**config.mk**
```make
export PLATFORM = sky130hd
export DESIGN_NAME = npc_seq_ctrl
export DESIGN_NICKNAME = d
export VERILOG_FILES = /design/src/rtl/npc_seq_ctrl.sv
export SDC_FILE = /design/constraint.sdc
export NUM_CORES = 1
export LEC_CHECK = 0
export ABC_AREA = 1
export BUFFER_PORTS_ARGS = -buffer_cell sky130_fd_sc_hd__buf_4
export CORE_UTILIZATION = 37
export DETAILED_ROUTE_END_ITERATION = 10
export PLACE_DENSITY_LB_ADDON = 0.08
export RECOVER_POWER = 25
export SLEW_MARGIN = 5
export SYNTH_ARGS = -nofsm -noshare
export SYNTH_HDL_FRONTEND = slang
export SYNTH_SLANG_ARGS = --single-unit
```
**constraint.sdc**
```tcl
create_clock -name clk -period 1.97 [get_ports clk]
set_input_delay 0.197 -clock clk [delete_from_list [all_inputs] [get_ports clk]]
set_output_delay 0.197 -clock clk [all_outputs]
set_load 0.02 [all_outputs]
```
**src/rtl/npc_seq_ctrl.sv**
```systemverilog
// npc_seq_ctrl: multi-cycle sequencer for the NPC core.
// Steps one instruction at a time through FETCH, WAIT_IF, DECODE, MEM,
// WAIT_MEM and WB. It halts on ebreak, on an illegal instruction, or when a
// memory-wait state overstays the watchdog limit.
//
// Optional feature macro: NPC_PERF_CNT_EN adds the cycle and retired-instruction
// counters. When the macro is undefined, cyc_cnt and inst_cnt read 0 and no
// counter flops are built.
//
// Ports:
//   clk, rst                    clock, synchronous active-high reset
//   imem_req/gnt/rvalid         instruction fetch handshake
//   dmem_req/we/gnt/rvalid      data memory handshake
//   dec_*                       decoded control bits from the control unit
//   ir_we, pc_we, rf_we         single-cycle datapath strobes
//   halt, halt_code             halted flag and reason (0 ebreak, 1 illegal, 2 timeout)
//   state                       current state encoding, for debug
//   cyc_cnt, inst_cnt           performance counters (optional feature)
module npc_seq_ctrl #(
  parameter int unsigned TIMEOUT = 255,
  parameter int unsigned TO_W    = 16
) (
  input  logic        clk,
  input  logic        rst,
  output logic        imem_req,
  input  logic        imem_gnt,
  input  logic        imem_rvalid,
  output logic        dmem_req,
  output logic        dmem_we,
  input  logic        dmem_gnt,
  input  logic        dmem_rvalid,
  input  logic        dec_reg_wr,
  input  logic        dec_mem_rd,
  input  logic        dec_mem_wr,
  input  logic        dec_ebreak,
  input  logic        dec_illegal,
  output logic        ir_we,
  output logic        pc_we,
  output logic        rf_we,
  output logic        halt,
  output logic [1:0]  halt_code,
  output logic [2:0]  state,
  output logic [63:0] cyc_cnt,
  output logic [63:0] inst_cnt
);

  localparam logic [2:0] S_FETCH    = 3'd0;
  localparam logic [2:0] S_WAIT_IF  = 3'd1;
  localparam logic [2:0] S_DECODE   = 3'd2;
  localparam logic [2:0] S_MEM      = 3'd3;
  localparam logic [2:0] S_WAIT_MEM = 3'd4;
  localparam logic [2:0] S_WB       = 3'd5;
  localparam logic [2:0] S_HALT     = 3'd6;

  localparam logic [1:0] HC_EBREAK  = 2'd0;
  localparam logic [1:0] HC_ILLEGAL = 2'd1;
  localparam logic [1:0] HC_TIMEOUT = 2'd2;

  logic [2:0]      state_nxt;
  logic [1:0]      code_nxt;
  logic [TO_W-1:0] wd_q;
  logic [TO_W-1:0] wd_inc;
  logic            timeout;
  logic            in_wait;
  logic            lat_reg_wr;
  logic            lat_mem_rd;
  logic            lat_mem_wr;

  // wd_inc counts the current cycle too, so the TIMEOUT-th cycle in a wait
  // state is the last chance for its exit condition.
  assign wd_inc  = wd_q + TO_W'(1);
  assign timeout = (wd_inc == TO_W'(TIMEOUT));
  assign in_wait = (state == S_FETCH) || (state == S_WAIT_IF) ||
                   (state == S_MEM)   || (state == S_WAIT_MEM);

  // Next-state, halt reason and strobe/request decode
  always_comb begin
    state_nxt = state;
    code_nxt  = halt_code;
    imem_req  = 1'b0;
    dmem_req  = 1'b0;
    dmem_we   = 1'b0;
    ir_we     = 1'b0;
    pc_we     = 1'b0;
    rf_we     = 1'b0;
    case (state)
      S_FETCH: begin
        imem_req = 1'b1;
        if (imem_gnt)     state_nxt = S_WAIT_IF;
        else if (timeout) begin state_nxt = S_HALT; code_nxt = HC_TIMEOUT; end
      end
      S_WAIT_IF: begin
        ir_we = imem_rvalid;
        if (imem_rvalid)  state_nxt = S_DECODE;
        else if (timeout) begin state_nxt = S_HALT; code_nxt = HC_TIMEOUT; end
      end
      S_DECODE: begin
        if (dec_illegal)                   begin state_nxt = S_HALT; code_nxt = HC_ILLEGAL; end
        else if (dec_ebreak)               begin state_nxt = S_HALT; code_nxt = HC_EBREAK; end
        else if (dec_mem_rd || dec_mem_wr) state_nxt = S_MEM;
        else                               state_nxt = S_WB;
      end
      S_MEM: begin
        // Store wins when both load and store bits are latched
        dmem_req = lat_mem_rd | lat_mem_wr;
        dmem_we  = lat_mem_wr;
        if (dmem_gnt)     state_nxt = S_WAIT_MEM;
        else if (timeout) begin state_nxt = S_HALT; code_nxt = HC_TIMEOUT; end
      end
      S_WAIT_MEM: begin
        if (dmem_rvalid)  state_nxt = S_WB;
        else if (timeout) begin state_nxt = S_HALT; code_nxt = HC_TIMEOUT; end
      end
      S_WB: begin
        pc_we     = 1'b1;
        rf_we     = lat_reg_wr;
        state_nxt = S_FETCH;
      end
      S_HALT: state_nxt = S_HALT;
      default: state_nxt = S_FETCH;
    endcase
    if (rst) begin
      imem_req = 1'b0;
      dmem_req = 1'b0;
      dmem_we  = 1'b0;
      ir_we    = 1'b0;
      pc_we    = 1'b0;
      rf_we    = 1'b0;
    end
  end

  // State, halt status, watchdog and latched decode bits
  always_ff @(posedge clk) begin
    if (rst) begin
      state      <= S_FETCH;
      halt       <= 1'b0;
      halt_code  <= 2'd0;
      wd_q       <= '0;
      lat_reg_wr <= 1'b0;
      lat_mem_rd <= 1'b0;
      lat_mem_wr <= 1'b0;
    end else begin
      state     <= state_nxt;
      halt      <= (state_nxt == S_HALT);
      halt_code <= code_nxt;
      if ((state_nxt != state) || !in_wait) wd_q <= '0;
      else                                  wd_q <= wd_inc;
      if (state == S_DECODE) begin
        lat_reg_wr <= dec_reg_wr;
        lat_mem_rd <= dec_mem_rd;
        lat_mem_wr <= dec_mem_wr;
      end
    end
  end

`ifdef NPC_PERF_CNT_EN
  logic [63:0] cyc_q;
  logic [63:0] inst_q;

  // Active cycles and retired instructions, both wrap modulo 2^64
  always_ff @(posedge clk) begin
    if (rst) begin
      cyc_q  <= '0;
      inst_q <= '0;
    end else begin
      if (state != S_HALT) cyc_q  <= cyc_q + 64'd1;
      if (state == S_WB)   inst_q <= inst_q + 64'd1;
    end
  end

  assign cyc_cnt  = cyc_q;
  assign inst_cnt = inst_q;
`else
  assign cyc_cnt  = '0;
  assign inst_cnt = '0;
`endif

endmodule

```
Yosys cells after proc, flatten, opt, wreduce, memory -nomap -nowiden
Index checks and enable logic that the tools add are counted.
{"block": "classes", "n_lt_le_gt_ge": 0, "n_shift": 0, "n_addsub": 1, "n_div": 0, "eq_ne": 14, "muxes": 29, "bitwise": 1, "n_mul": 0, "n_reduce_logical": 10}
{"cell": "3-bit two-way mux", "n": 8}
{"cell": "3-bit case mux with 6 select lines", "n": 1}
{"cell": "16-bit by 1-bit adder with 16-bit output, second input constant", "n": 1}
{"cell": "16-bit by 8-bit == test with 1-bit output, second input constant", "n": 1}
{"cell": "2-bit two-way mux", "n": 7}
{"cell": "3-bit == test, second input constant", "n": 4}
{"cell": "1-bit two-way mux", "n": 12}
{"cell": "2-bit case mux with 5 select lines", "n": 1}
{"cell": "2-bit != test, second input constant", "n": 4}
{"cell": "3-bit by 2-bit == test with 1-bit output, second input constant", "n": 2}
{"cell": "6-bit AND reduction", "n": 1}
{"cell": "1-bit logical OR", "n": 5}
{"cell": "5-bit nonzero test", "n": 1}
{"cell": "3-bit by 1-bit == test with 1-bit output, second input constant", "n": 1}
{"cell": "3-bit logical NOT", "n": 1}
{"cell": "3-bit != test", "n": 1}
{"cell": "3-bit != test, second input constant", "n": 1}
{"cell": "2-bit OR reduction", "n": 1}
{"cell": "1-bit logical NOT", "n": 1}
{"cell": "1-bit OR", "n": 1}
{"block": "totals", "romBits": 0, "input_bits": 11, "mem_count": 0, "ram_bits": 0, "reg_bits": 25, "latch_bits": 0, "elab_cells": 62}

Depth between registers and ports, before layout
Gate-level depths: netlist of the first run.
{"block": "logic_depth", "word_depth": 8, "ltp_mapped": 17}

Worst setup path before layout of the first run
Ideal clock, no wire load.
{"block": "synth_timing", "path_type": "reg2reg", "from": "register wd_q[0]", "to": "register wd_q[2]", "synth_period_minus_slack_ns": 2.068, "path_slack_ns": -0.098, "n_path_buf": 1, "path_stages_with_launch": 18, "setup_ns": 0.123, "required_ns": 1.847, "arrival_time_ns": 1.945, "cell_sequence": "dfxtp_1 > ha_1 > nand3_2 > nor2_4 > nand2_2 > nor2_1 > nand2_1 > nand2_1 > nand2_1 > nor2_2 > nand2_2 > nand2_1 > nand2_1 > nand2_2 > nand3_2 > nand2_4 > buf_8 > nor3_2"}
{"block": "synth_between", "elab_chain_cells": 8, "elab_cells_between_ends": 11, "classes_between": "add/sub (1); eq/ne (2); mux (6); reduce/logical (2)"}
{"element": "start: declaration", "line_no": "61", "rtl": "logic [TO_W-1:0] wd_q;"}
{"element": "start signal: assignment", "line_no": "147", "rtl": "else wd_q <= wd_inc;"}
{"element": "16-bit by 1-bit adder with 16-bit output (*)", "line_no": "71", "rtl": "assign wd_inc = wd_q + TO_W'(1);"}
{"element": "16-bit by 8-bit == test with 1-bit output", "line_no": "72", "rtl": "assign timeout = (wd_inc == TO_W'(TIMEOUT));"}
{"element": "3-bit two-way mux"}
{"element": "3-bit two-way mux (on tied branches)"}
{"element": "3-bit case mux with 6 select lines", "line_no": "86", "rtl": "case (state)"}
{"element": "3-bit != test", "line_no": "146", "rtl": "if ((state_nxt != state) || !in_wait) wd_q <= '0;"}
{"element": "1-bit logical OR", "line_no": "146"}
{"element": "2-bit OR reduction (no source line)"}
Mark *: on every way between the ends. The rest lies on a longest branch, timed or not.
A chain may end at the register's enable or synchronous reset.

Worst setup path after layout of the first run
{"block": "layout_timing", "from": "register wd_q[0]", "to": "register wd_q[9]"}
Same word-level chain as after synthesis.

==> impl_metrics.yaml, run 1 <==
run_status:
  status: "complete, but fails checks"
  violations: "negative setup slack"
layout:
  n_antenna_cell: 0
  drive_above_1_share: 0.278
  finalNetCount: 453
  fin_cells: 535
  areaGrowthSynthToFinish_pct: 11.1
  layout_common_cells: "conb_1, nand2_1, buf_4, inv_1, nor2_1"
  finish.utilization: 0.423
  final_common_cell: "conb_1"
critical_path:
  end_kind: "flip-flop"
  crit_path_cell_trace: "ha_4 > nand3_4 > nor2_4 > buf_6 > nand3b_1 > nand2_2 > nor2_1 > nand2_1 > nor2_4 > nand3_2 > nand2_4 > a21oi_4 > nand2_4 > nor3_2"
  crit_fanout: 8
  cp.arrival_ns: 2.27
  worstSetupPathType: "reg2reg"
  r2r_slack_ns: -0.11
  crit_path_max_incr_delay_ns: 0.39
  r2r_cells: 14
  start_kind: "flip-flop"
  critPathRequiredTime_ns: 2.17
  critPathSlowestCell: "dfxtp_4"
cts:
  ctsRootBufferMaster: "clkbuf_8"
  cts_tree: "yes"
  cts_made_buffers: 3
  clk_latency_ns: 0.27
  clk_pin_slew_ns: 0.09
  clock-sinks: 25
  cts-htree-levels: 1
  clockBufferDepth: 2
job:
  drv_cap: 0
logic_synthesis:
  synth-seq-cells: 25
  synth_cell_type_count: 29
  synth-warning-count: 0
  ys_seq_area_frac: 0.193
  syn_avg_cell_area_sq_um: 6.83
  synth_area_sq_um: 2590
  synthCells: 379
timing:
  slew_viol_final: 0
  hold_viol: 0
  finalSetupViolations: 16
  skew_ns: 0.00423
  setup_slack_ns: -0.106
  min_period_ns: 2.08
  fmax_mhz: 482
  rsz0062_at_grt: "true"
  min_period_over_period: 1.05
detailed_routing:
  ant_nets: 0
  initialDrtViolationCount: 66
  drc: 0
  viasPerCell: 3.75
  vias: 2004
  dr.pass1.iters: 4
  routed_wirelength_mm: 4.88
  wl_per_cell_um: 9.11
min_path:
  whs_path_depth: 2
  min-delay-path-class: "in2reg"
floorplanning:
  fp.coreArea_sq_um: 6790
  start_util: 0.381
  die-area_sq_um: 7340
  pin_count: 151
  rows: 30
  die_w_um: 85.7
  die_y_um: 85.7
placed_design:
  place.gp.congestion: 0.839
  hpwl_mm: 3.77
  post-place-cells: 518
  dp_slack_ns: -0.188
  place.port_buffers: 22
global_route:
  grt_first_pass_wirelength_mm: 7.56
  grt_busiest_layer: "met2"
  use_met2: 0.233
  grt_usage: 0.128
  antenna_found_initial: 0
  met1_usage: 0.158
  grt_use_met3: 0.0164
  first_global_vias: 1704
  grt_max_degree: 14
  grt_overflow: 0
pwr:
  p_leak_nw: 1.37
  p_per_area_nw_per_um2: 872
  ir_drop_mv: 0.621
  power_mw: 2.51
## worst paths after layout
check                                              from                      end
worst max-delay path                 wd_q[0]$_SDFF_PP0_       wd_q[9]$_SDFF_PP0_
worst min-delay path                                rst      state[1]$_SDFF_PP0_
worst max register to register       wd_q[0]$_SDFF_PP0_       wd_q[9]$_SDFF_PP0_
worst min register to register  lat_mem_rd$_SDFFE_PP0P_  lat_mem_rd$_SDFFE_PP0P_
## stage by stage
step	hold WS, ns	cell area, sq um	TNS (ns)
after floorplan	0.344	3080	-0.00385
after global placement	0.439	2570	-2.60
after detailed placement	0.436	2570	-2.69
after CTS	0.144	2820	-1.78
after global routing	0.144	2880	-4.42
final	0.145	2880	-1.24
## Yosys cell counts
library cell	count	area [sq um]
o21a_1	1	7.51
o21ai_0	5	25.0
nand2_2	6	37.5
buf_8	2	30.0
a21oi_4	1	16.3
nor2_4	2	22.5
nand2_1	63	236
buf_1	1	3.75
xnor2_1	1	8.76
dfxtp_1	25	500
inv_1	47	176
buf_4	128	961
nor3_2	10	100
o211ai_1	2	15.0
nand4_1	5	31.3
clkbuf_1	1	3.75
nor3_1	9	45.0
a211oi_1	1	7.51
nand3_2	2	20.0
o21bai_1	1	7.51
conb_1	1	3.75
ha_1	2	25.0
nor2_1	31	116
a21oi_1	9	45.0
nand2_4	2	22.5
nand3_1	12	60.1
nor4_1	1	6.26
nand3b_1	4	30.0
nor2_2	4	25.0
## logic make-up after synthesis
family,synth area share
other,0.00145
AND/OR/NAND/NOR,0.291
adder cells (fa/ha/maj),0.00966
flip-flops,0.193
XOR/XNOR,0.00338
AO/OA/AOI/OAI,0.0478
buffers and inverters,0.454
## registers in the layout (all words and copies together) (netlist names)
| signal | flops |
|---|---|
| halt | 1 |
| lat_reg_wr | 1 |
| state | 3 |
| lat_mem_wr | 1 |
| lat_mem_rd | 1 |
| halt_code | 2 |
| wd_q | 16 |
## report_power, final
part	leakage, nW	total, mW	switching (mW)	internal, mW
sequential	0.207	0.643	0.0723	0.571
combinational	1.14	1.56	1.05	0.508
clock	0.0228	0.306	0.162	0.145
## critical path: cells and delay by family (launching register included)
| kind | cells | cell delay, ns |
|---|---|---|
| compound gates | 1 | 0.25 |
| fa+ha+maj | 1 | 0.15 |
| buf+inv | 1 | 0.12 |
| flops | 1 | 0.39 |
| simple gates | 11 | 1.09 |
## layer usage
| layer | vias to the layer above | wire length (um) |
|---|---|---|
| met5 | - | 0 |
| met4 | 0 | 61 |
| met3 | 7 | 184 |
| met2 | 70 | 2470 |
| met1 | 892 | 2150 |
| li1 | 1035 | - |
## what timing repair did
| action | CTS | global route |
|---|---|---|
| gates resized for setup | 28 | 23 |
| buffers inserted | 10 | 3 |
| hold buffers | 0 | 0 |
| setup endpoints to repair | 16 | 22 |
| pin swaps | 18 | 10 |
| cloned | 2 | 0 |
## area by class of cell
class / instances / area [sq um]
multi-input combinational: 304 / 1560
timing repair buffer: 59 / 454
tap: 96 / 120
clock buffer: 4 / 45.0
fill: 749 / 3920
sequential: 25 / 519
inverter: 47 / 179
Note: power is estimated with default switching activity, not from simulation.
==> inputs of run 2 (changes only) <==
--- a/config.mk
+++ b/config.mk
@@ -11,6 +11,7 @@
 export DETAILED_ROUTE_END_ITERATION = 10
 export PLACE_DENSITY_LB_ADDON = 0.08
 export RECOVER_POWER = 25
+export REMOVE_ABC_BUFFERS = 1
 export SLEW_MARGIN = 5
 export SYNTH_ARGS = -nofsm -noshare
 export SYNTH_HDL_FRONTEND = slang
==> run 2 against run 1 <==
Compared with the run above:
- total power up 0.19%
- global-route usage rose by 0.30 points
- the flow still finishes with violations (negative setup slack)
- critical path depth grew 3
- clock power grew 3%
==> impl_metrics.yaml, run 2 (synthesized netlist as in run 1, its figures left out) <==
run_status:
  status: "complete, but fails checks"
  violations: "negative setup slack"
layout:
  final_common_cell: "conb_1"
  largest_register: "wd_q"
  drive_above_1_share: 0.276
  postLayoutCellArea_sq_um: 2930
  finalNetCount: 459
  layout_common_cells: "conb_1, buf_4, nand2_1, inv_1, nor2_1"
  largest_reg_flops: 16
  n_antenna_cell: 0
  top_regs: "wd_q x16, state x3, halt_code x2"
  areaGrowthSynthToFinish_pct: 13.2
placed_design:
  hpwl_mm: 3.73
  place.gp.congestion: 0.758
  place.port_buffers: 22
  place_area_sq_um: 2560
timing:
  hold_viol: 0
  fmax_mhz: 481
  min_period_over_period: 1.06
  finalSetupViolations: 18
  setup_tns_ns: -1.70
  skew_ns: 0.00361
  setup_slack_ns: -0.111
  min_period_ns: 2.08
  slew_viol_final: 0
  rsz0062_at_grt: "true"
detailed_routing:
  initialDrtViolationCount: 40
  routed_wirelength_mm: 4.98
  ant_nets: 0
  drc: 0
  viasPerCell: 3.75
  vias: 2027
  dr.pass1.iters: 4
  wl_per_cell_um: 9.20
critical_path:
  critPathSlowestCell: "dfxtp_4"
  worst-path-buf-inv: 1
  start_kind: "flip-flop"
  worst_path_most_repeated_cell: "nand2_2"
  cpLargestDelayFamily: "simple AND/OR/NAND/NOR gates"
  crit_fanout: 8
  critPathRequiredTime_ns: 2.14
  end_kind: "flip-flop"
  crit_path_max_incr_delay_ns: 0.38
  crit_path_cell_trace: "ha_4 > nand3_4 > nor2_4 > buf_6 > nand2_1 > nand2_1 > nand2_2 > nor2_1 > nand2_1 > nor2_4 > nand2_2 > nand2_2 > nand2_2 > nand2_4 > nand3_4 > nand2_8 > nor3_2"
  cp.arrival_ns: 2.25
  worstSetupPathType: "reg2reg"
pwr:
  ir_drop_mv: 0.592
  p_int_mw: 1.21
  pwr-share-seq: 0.254
  p_per_area_nw_per_um2: 857
  p_leak_nw: 1.41
  power_mw: 2.51
  comb_power_share: 0.621
  pwr-share-clk: 0.125
  p_switching_mw: 1.31
  swShare: 0.520
global_route:
  antenna_found_initial: 0
  first_global_vias: 1664
  grt_first_pass_wirelength_mm: 7.70
  grt_usage: 0.131
  grt_max_degree: 14
  grt_overflow: 0
floorplanning:
  rows: 30
  die_w_um: 85.7
  pin_count: 151
  die-area_sq_um: 7340
  start_util: 0.381
  fp.coreArea_sq_um: 6790
  die_y_um: 85.7
cts:
  clk_pin_slew_ns: 0.09
  postCtsHoldBufs: 0
  cts_tree: "yes"
  cts-htree-levels: 1
  clk_latency_ns: 0.27
  cts_made_buffers: 3
  clock-sinks: 25
  clockBufferDepth: 2
  ctsRootBufferMaster: "clkbuf_8"
min_path:
  min-delay-path-class: "in2reg"
job:
  drv_cap: 0
[run 2: timing repair]
action,CTS,global route
pin swaps,24,16
setup endpoints to repair,16,25
gates resized for setup,29,23
buffers inserted,12,4
cloned,2,0
[run 2: through the flow]
stage | util | worst slack (ns) | cells | hold WS [ns]
2_1_floorplan | - | -0.0524 | 374 | 0.266
3_3_place_gp | 0.376 | -0.156 | 519 | 0.441
3_5_place_dp | 0.376 | -0.198 | 519 | 0.441
4_1_cts | 0.417 | -0.0937 | 537 | 0.149
5_1_grt | 0.431 | -0.259 | 541 | 0.153
6_report | 0.431 | -0.111 | 541 | 0.164
[run 2: path summary, 6_finish.rpt]
path / startpoint / to / slack (ns) / depth (start not counted)
setup / recovery: wd_q[0]$_SDFF_PP0_ / wd_q[10]$_SDFF_PP0_ / -0.11 / 17
hold / removal: rst / halt_code[0]$_SDFFE_PP0P_ / 0.16 / 2
setup reg to reg: wd_q[0]$_SDFF_PP0_ / wd_q[10]$_SDFF_PP0_ / -0.11 / 17
hold reg to reg: lat_reg_wr$_SDFFE_PP0P_ / lat_reg_wr$_SDFFE_PP0P_ / 0.47 / 2
[run 2: power by group through the flow]
stage	Sequential (mW)	Clock, mW	Combinational [mW]
global route	0.644	0.347	1.68
CTS	0.627	0.322	1.45
detailed placement	0.626	0	1.21
finish	0.637	0.314	1.56
global placement	0.626	0	1.22
floorplan	0.666	0	0.839
[run 2: layer usage]
metal	vias to the layer above	routed length, um	GRT usage
met3	4	214	0.0154
met1	910	2250	0.176
li1	1050	-	-
met2	63	2480	0.225
met4	0	29	0.0273
met5	-	0	0
[run 2: layout make-up]
class / count / area (sq um)
fillers: 712 / 3860
multi-input cells: 304 / 1580
flip-flops and latches: 25 / 512
repair buffers: 65 / 503
inverters: 47 / 176
well taps: 96 / 120
clock buffers: 4 / 45.0
[run 2: worst reg2reg max path, stage by stage (launching register included)]
cell	delay [ns]
dfxtp_4	0.38
ha_4	0.15
nand3_4	0.07
nor2_4	0.17
buf_6	0.12
nand2_1	0.04
nand2_1	0.07
nand2_2	0.06
nor2_1	0.08
nand2_1	0.09
nor2_4	0.15
nand2_2	0.07
nand2_2	0.06
nand2_2	0.06
nand2_4	0.07
nand3_4	0.14
nand2_8	0.16
nor3_2	0.05
